File: src/rtl/ddbb128_cfg_bridge_if.sv
// Bus bundle between a CPU-side master and the configuration bridge.
// Holds both the CPU access signals (cyc/stb/we/sel/adr/dat, ack/dat_o)
// and the device config-bus signals (cs_config/cfg_*), plus the
// master-abort status pair (abort_o, err_o, clr_err_i).
//   slave  : view used by ddbb128_cfg_bridge
//   master : view used by whatever drives the CPU side and models targets
interface ddbb128_cfg_bridge_if;
    // CPU side
    logic         cyc_i;
    logic         stb_i;
    logic         we_i;
    logic [15:0]  sel_i;
    logic [31:0]  adr_i;
    logic [127:0] dat_i;
    logic         ack_o;
    logic [127:0] dat_o;
    // Device config bus
    logic         cs_config_o;
    logic         cfg_we_o;
    logic [15:0]  cfg_sel_o;
    logic [31:0]  cfg_adr_o;
    logic [127:0] cfg_dat_o;
    logic [127:0] cfg_dat_i;
    logic         cfg_ack_i;
    // Master-abort status
    logic         abort_o;
    logic         err_o;
    logic         clr_err_i;

    modport slave (
        input  cyc_i, stb_i, we_i, sel_i, adr_i, dat_i,
        output ack_o, dat_o,
        output cs_config_o, cfg_we_o, cfg_sel_o, cfg_adr_o, cfg_dat_o,
        input  cfg_dat_i, cfg_ack_i,
        output abort_o, err_o,
        input  clr_err_i
    );

    modport master (
        output cyc_i, stb_i, we_i, sel_i, adr_i, dat_i,
        input  ack_o, dat_o,
        input  cs_config_o, cfg_we_o, cfg_sel_o, cfg_adr_o, cfg_dat_o,
        output cfg_dat_i, cfg_ack_i,
        input  abort_o, err_o,
        output clr_err_i
    );
endinterface

File: src/rtl/ddbb128_cfg_bridge.sv
// ddbb128_cfg_bridge
// Turns CPU accesses that fall inside a memory-mapped configuration window
// into single configuration cycles on the 128-bit device config bus, one
// access at a time, and returns the read data to the CPU with a one-cycle
// ack. Non-responding targets are detected by timeout (master abort) when
// ACK_MODE = 1: reads then return all-ones and a sticky error flag is set.
//
// Ports:
//   clk_i  : clock
//   rst_i  : synchronous active-high reset
//   bus    : ddbb128_cfg_bridge_if.slave
//            CPU side    cyc_i/stb_i/we_i/sel_i/adr_i/dat_i -> ack_o/dat_o
//            config side cs_config_o/cfg_we_o/cfg_sel_o/cfg_adr_o/cfg_dat_o,
//                        cfg_dat_i/cfg_ack_i
//            status      abort_o (pulse), err_o (sticky), clr_err_i
module ddbb128_cfg_bridge #(
    parameter logic [31:0] CFG_WIN_BASE = 32'hD000_0000,
    parameter logic [31:0] CFG_WIN_MASK = 32'hF000_0000,
    parameter logic        ACK_MODE     = 1'b0,
    parameter logic [3:0]  FIXED_LAT    = 4'd2,
    parameter logic [7:0]  TIMEOUT      = 8'd64
) (
    input  logic                  clk_i,
    input  logic                  rst_i,
    ddbb128_cfg_bridge_if.slave   bus
);

    localparam logic [1:0] ST_IDLE  = 2'd0;
    localparam logic [1:0] ST_ISSUE = 2'd1;
    localparam logic [1:0] ST_WAIT  = 2'd2;
    localparam logic [1:0] ST_DONE  = 2'd3;

    logic [1:0]   state_reg;
    logic [7:0]   count_reg;
    logic         we_reg;
    logic [15:0]  sel_reg;
    logic [31:0]  adr_reg;
    logic [127:0] wdat_reg;
    logic [127:0] cap_reg;
    logic         ack_reg;
    logic [127:0] rdat_reg;
    logic         abort_reg;
    logic         err_reg;

    logic hit;
    logic lat_reached;
    logic abort_now;

    assign hit = bus.cyc_i && bus.stb_i &&
                 ((bus.adr_i & CFG_WIN_MASK) == (CFG_WIN_BASE & CFG_WIN_MASK));

    assign lat_reached = (count_reg == {4'h0, FIXED_LAT});

    // A target ack on the timeout cycle takes precedence over the abort.
    assign abort_now = ACK_MODE && (state_reg == ST_WAIT) &&
                       !bus.cfg_ack_i && (count_reg == TIMEOUT);

    always_ff @(posedge clk_i) begin
        if (rst_i) begin
            state_reg <= ST_IDLE;
            count_reg <= 8'd0;
            we_reg    <= 1'b0;
            sel_reg   <= '0;
            adr_reg   <= '0;
            wdat_reg  <= '0;
            cap_reg   <= '0;
            ack_reg   <= 1'b0;
            rdat_reg  <= '0;
            abort_reg <= 1'b0;
            err_reg   <= 1'b0;
        end else begin
            // Pulse outputs default low; only DONE / abort raise them.
            ack_reg   <= 1'b0;
            rdat_reg  <= '0;
            abort_reg <= 1'b0;

            case (state_reg)
                ST_IDLE: begin
                    if (hit) begin
                        we_reg    <= bus.we_i;
                        sel_reg   <= bus.sel_i;
                        wdat_reg  <= bus.dat_i;
                        // Config address is quad-word aligned; the low nibble
                        // is never passed through.
                        adr_reg   <= {4'h0, bus.adr_i[27:4], 4'h0};
                        state_reg <= ST_ISSUE;
                    end
                end
                ST_ISSUE: begin
                    count_reg <= 8'd1;
                    state_reg <= ST_WAIT;
                end
                ST_WAIT: begin
                    if (!ACK_MODE) begin
                        // Fixed-latency targets: writes finish the same way,
                        // the captured data is simply never returned.
                        if (lat_reached) begin
                            cap_reg   <= bus.cfg_dat_i;
                            state_reg <= ST_DONE;
                        end else begin
                            count_reg <= count_reg + 8'd1;
                        end
                    end else if (bus.cfg_ack_i) begin
                        cap_reg   <= bus.cfg_dat_i;
                        state_reg <= ST_DONE;
                    end else if (abort_now) begin
                        cap_reg   <= '1;
                        abort_reg <= 1'b1;
                        state_reg <= ST_DONE;
                    end else begin
                        count_reg <= count_reg + 8'd1;
                    end
                end
                ST_DONE: begin
                    // The access always completes internally; the CPU only
                    // sees an ack if it is still holding its cycle.
                    ack_reg   <= bus.cyc_i;
                    rdat_reg  <= we_reg ? '0 : cap_reg;
                    count_reg <= 8'd0;
                    state_reg <= ST_IDLE;
                end
                default: begin
                    state_reg <= ST_IDLE;
                end
            endcase

            // Abort sets the flag even if a clear arrives in the same cycle.
            if (abort_now) begin
                err_reg <= 1'b1;
            end else if (bus.clr_err_i) begin
                err_reg <= 1'b0;
            end
        end
    end

    assign bus.cs_config_o = (state_reg == ST_ISSUE);
    assign bus.cfg_we_o    = we_reg;
    assign bus.cfg_sel_o   = sel_reg;
    assign bus.cfg_adr_o   = adr_reg;
    assign bus.cfg_dat_o   = wdat_reg;
    assign bus.ack_o       = ack_reg;
    assign bus.dat_o       = rdat_reg;
    assign bus.abort_o     = abort_reg;
    assign bus.err_o       = err_reg;

endmodule

File: src/flat_wrapper.sv
// flat-port wrapper written by rule: the top's interface ports become plain ports
module ddbb128_cfg_bridge_flat 
#(
    parameter logic [31:0] CFG_WIN_BASE = 32'hD000_0000,
    parameter logic [31:0] CFG_WIN_MASK = 32'hF000_0000,
    parameter logic        ACK_MODE     = 1'b0,
    parameter logic [3:0]  FIXED_LAT    = 4'd2,
    parameter logic [7:0]  TIMEOUT      = 8'd64
)
  (clk_i, rst_i, bus_cyc_i, bus_stb_i, bus_we_i, bus_sel_i, bus_adr_i, bus_dat_i, bus_ack_o, bus_dat_o, bus_cs_config_o, bus_cfg_we_o, bus_cfg_sel_o, bus_cfg_adr_o, bus_cfg_dat_o, bus_cfg_dat_i, bus_cfg_ack_i, bus_abort_o, bus_err_o, bus_clr_err_i);
  ddbb128_cfg_bridge_if bus_i ();
  input  logic clk_i;
  input  logic rst_i;
  input wire logic [$bits(bus_i.cyc_i)-1:0] bus_cyc_i;
  input wire logic [$bits(bus_i.stb_i)-1:0] bus_stb_i;
  input wire logic [$bits(bus_i.we_i)-1:0] bus_we_i;
  input wire logic [$bits(bus_i.sel_i)-1:0] bus_sel_i;
  input wire logic [$bits(bus_i.adr_i)-1:0] bus_adr_i;
  input wire logic [$bits(bus_i.dat_i)-1:0] bus_dat_i;
  output wire logic [$bits(bus_i.ack_o)-1:0] bus_ack_o;
  output wire logic [$bits(bus_i.dat_o)-1:0] bus_dat_o;
  output wire logic [$bits(bus_i.cs_config_o)-1:0] bus_cs_config_o;
  output wire logic [$bits(bus_i.cfg_we_o)-1:0] bus_cfg_we_o;
  output wire logic [$bits(bus_i.cfg_sel_o)-1:0] bus_cfg_sel_o;
  output wire logic [$bits(bus_i.cfg_adr_o)-1:0] bus_cfg_adr_o;
  output wire logic [$bits(bus_i.cfg_dat_o)-1:0] bus_cfg_dat_o;
  input wire logic [$bits(bus_i.cfg_dat_i)-1:0] bus_cfg_dat_i;
  input wire logic [$bits(bus_i.cfg_ack_i)-1:0] bus_cfg_ack_i;
  output wire logic [$bits(bus_i.abort_o)-1:0] bus_abort_o;
  output wire logic [$bits(bus_i.err_o)-1:0] bus_err_o;
  input wire logic [$bits(bus_i.clr_err_i)-1:0] bus_clr_err_i;
  assign bus_i.cyc_i = bus_cyc_i;
  assign bus_i.stb_i = bus_stb_i;
  assign bus_i.we_i = bus_we_i;
  assign bus_i.sel_i = bus_sel_i;
  assign bus_i.adr_i = bus_adr_i;
  assign bus_i.dat_i = bus_dat_i;
  assign bus_ack_o = bus_i.ack_o;
  assign bus_dat_o = bus_i.dat_o;
  assign bus_cs_config_o = bus_i.cs_config_o;
  assign bus_cfg_we_o = bus_i.cfg_we_o;
  assign bus_cfg_sel_o = bus_i.cfg_sel_o;
  assign bus_cfg_adr_o = bus_i.cfg_adr_o;
  assign bus_cfg_dat_o = bus_i.cfg_dat_o;
  assign bus_i.cfg_dat_i = bus_cfg_dat_i;
  assign bus_i.cfg_ack_i = bus_cfg_ack_i;
  assign bus_abort_o = bus_i.abort_o;
  assign bus_err_o = bus_i.err_o;
  assign bus_i.clr_err_i = bus_clr_err_i;
  ddbb128_cfg_bridge #(.CFG_WIN_BASE(CFG_WIN_BASE), .CFG_WIN_MASK(CFG_WIN_MASK), .ACK_MODE(ACK_MODE), .FIXED_LAT(FIXED_LAT), .TIMEOUT(TIMEOUT)) u_core (.clk_i(clk_i), .rst_i(rst_i), .bus(bus_i));
endmodule
File: config.mk
export PLATFORM = sky130hd
export DESIGN_NAME = ddbb128_cfg_bridge_flat
export DESIGN_NICKNAME = d
export VERILOG_FILES = /design/src/rtl/ddbb128_cfg_bridge_if.sv /design/src/rtl/ddbb128_cfg_bridge.sv /design/src/flat_wrapper.sv
export SDC_FILE = /design/constraint.sdc
export NUM_CORES = 1
export LEC_CHECK = 0
export CAP_MARGIN = 40
export CORE_AREA = 2 2 243 245
export DETAILED_ROUTE_END_ITERATION = 10
export DIE_AREA = 0 0 245 247
export SLEW_MARGIN = 5
export SYNTH_ARGS = -nofsm -noshare
export SYNTH_HDL_FRONTEND = slang
export SYNTH_SLANG_ARGS = --single-unit
File: constraint.sdc
create_clock -name clk_i -period 3.35 [get_ports clk_i]
set_input_delay 0.67 -clock clk_i [delete_from_list [all_inputs] [get_ports clk_i]]
set_output_delay 0.67 -clock clk_i [all_outputs]
set_load 0.02 [all_outputs]
==> summary.txt <==
Clock tree
  – Post-CTS Setup Bufs: 0
  – H-tree depth: 2
  – Post_cts resized: 0
  – Root Driver: clkbuf_16
  – Clock Sinks: 436
  – CTS Hold Bufs: 0
  – Max Root-Sink Buffers: 3
  – CTS buffer count: 48
  – CTS tree: yes
  – Reg clk slew, reported paths: 0.06 ns
  – Clk Latency, worst-skew pair: 0.58 ns

Worst setup path
  – CP startpoint: u_core.state_reg[1]
  – Top Family by Delay on Critical Path: buffers and inverters
  – Slowest CP cell: clkdlybuf4s50_1
  – CP cell instances: inv_1 -> ha_1 -> clkdlybuf4s50_1
  – Worst Path Required: 2.68 ns
  – Worst-path maximum fanout: 4
  – CP peak stage delay: 0.66 ns
  – CP bufs+invs: 2
  – Reg2reg start: u_core.count_reg[0]
  – CP startpoint kind: flop
  – Critical path class: flop to primary output
  – Worst EP arrival: 1.82 ns
  – Setup crit end kind: primary output

STA
  – Max_slew headroom: 42.21%
  – Final Hold Fails: 0
  – Final max-slew violation count: 0
  – Tmin final: 2.489 ns
  – RSZ-0062 raised after global routing: no
  – Hold WS: roughly 0.45 ns
  – Final TNS setup: 0 ns
  – Worst Slack Setup Final: between 0.8 and 0.9 ns
  – Count of final setup violators: 0
  – Worst Tran Pin Value: approximately 0.87 ns
  – Clk_skew: 0.02357 ns
  – Fin crit share: 74.29%
  – Max Clk Rate: 0.4018 GHz

Floorplan
  – Row count: slightly below 90
  – I/O Pins: 620
  – Die area: 60520 µm²
  – Die W: 245 µm
  – Core Footprint: roughly 58000 µm²
  – Initial Utilization: 24.60%
  – Die Y: between 200 and 250 µm

Power and ir drop
  – Power Density: about 500 nW/µm²
  – VDD IR-drop max: between 400 and 500 µV
  – P_leak: between 7 and 8 nW

Yosys
  – Mapped cell area: 14330 µm²
  – Main combinational cell family by area after synthesis: simple AND/OR/NAND/NOR gates
  – Netlist cell types: 32
  – Xor/xnor share of the synthesized area: 0.2445%
  – Post-synthesis instance total: about 1.6k
  – Synth Register Bits: around 440
  – Async SR Flop Fraction: 0%
  – Simple-gate share of the synthesized area: 22.66%
  – Synthesized area per cell: 8.710 µm²
  – Number of synthesized flops with an enable pin: 0
  – Post-synthesis sequential area ratio: between 60% and 70%
  – Compound-gate portion of the synthesized area: 10.85%
  – Post-synthesis adder-cell area fraction: 0.6112%
  – Post-synth top flop: dfxtp_1
  – Mux share of post-synthesis cell area: 0.06986%
  – Synth warnings: 0

Global route
  – First-pass GRT wire length: 69610 µm
  – Initial antenna violation count: 5
  – Grt ovf: 0
  – Vias in the first global route: between 10k and 15k
  – Total track usage: 14.65%
  – Largest net degree at the start of global routing: 140

Routing
  – Vias: 12.70k
  – Initial drt markers: 473
  – DR WL/cell: between 15 and 20 µm
  – Post-route ant nets: 0
  – Total Wirelength: about 47000 µm
  – # DRC: 0
  – Initial DRT Pass Iterations: 5
  – DR vias/cell: 4.210

Hold path
  – Min-delay src: u_core.cap_reg[11]
  – Worst min path class: flop to flop

Flow run
  – Max_cap viols: 0

Placement
  – Buffers on Ports: 603
  – DP Worst Slack: 0.6722 ns
  – Hpwl dp: 33350 µm
  – Gpl congestion: 0.8334

Final layout
  – Layout cell share with drive strength beyond 1: 4.781%
  – Layout Nets: 2524
  – Most common cell after layout, fill and taps aside: clkdlybuf4s50_1
  – Syn-to-layout area delta: 58.42%
  – Most frequent cells in the layout: 602 x clkdlybuf4s50_1, 597 x nand2_1, 436 x dfxtp_1

Outcome
  – Status: finished, final reports clean
## worst paths after layout
| path | to | depth (start not counted) | slack, ns |
|---|---|---|---|
| setup reg to reg | u_core.cap_reg[77] | 7 | 1.10 |
| hold reg to reg | u_core.cap_reg[11] | 2 | 0.45 |
| hold / removal | u_core.cap_reg[11] | 2 | 0.45 |
| setup / recovery | bus_cs_config_o | 3 | 0.86 |
## layout make-up
cell class	instances	area (µm²)
inverter	5	18.77
clock buffer	65	1355
sequential	436	8728
fill	5720	35540
timing repair buffer	628	6379
antenna	6	15.01
tap	773	967.2
multi-input combinational	1087	5005
clock inverter	17	231.5
## worst register-to-register path, stage by stage (launching register included)
cell and delay, ns:
dfxtp_1 0.35, inv_1 0.09, ha_1 0.15, nor4b_4 0.29
and3_4 0.70, buf_4 0.40, nand2_1 0.10, a21oi_1 0.13
## synthesized netlist by cell type (2+ instances only)
master    number  share of area, %
o21ai_0        3              0.10
clkbuf_1      69               1.8
and2_1       128               5.6
buf_2         35               1.2
nor2_1         7              0.18
buf_6         10              0.79
nand2b_1       3              0.13
a21oi_1      303                11
nand3_1        6              0.21
and4b_1        2              0.14
nand2_1      597                16
ha_1           7              0.61
and3_1         2             0.087
or3_1          3              0.13
dfxtp_1      436                61
nand4b_1       2              0.12
buf_4         11              0.58
xor2_1         3              0.18
inv_1          5              0.13
## routing by layer
metal / routed length, µm / GRT usage (%) / part of all wire (%)
met1: 18160 / 16.14 / 39
met2: 23080 / 24.97 / 49
met3: 4630 / 6.078 / 9.8
met4: 1219 / 5.864 / 2.6
met5: 0 / 0 / 0
## cells by family (layout without fill, tap and decap cells)
kind of cell	Yosys count	after routing
compound gates	309	309
fa+ha+maj	7	7
buf+inv	131	715
xor+xnor	4	4
other cells	1	16
mux	1	1
flops	436	436
simple gates	756	756
## where the power goes
part           switching, mW  total, mW  internal [mW]
registers             0.0252       5.24           5.22
logic                  0.291      0.715          0.424
clock network           2.15       5.30           3.15
## stage by stage
stage	instances	area, µm²	total power, mW	utilization, %
6_report	3017	22700	11.25	38.98
5_1_grt	3014	22690	11.70	38.96
4_1_cts	3011	22680	11.44	38.95
3_5_place_dp	2929	21100	6.076	36.23
3_3_place_gp	2929	21100	6.065	36.23
2_1_floorplan	1654	14360	5.596	-
No activity file was read; power rests on OpenSTA's default activity.
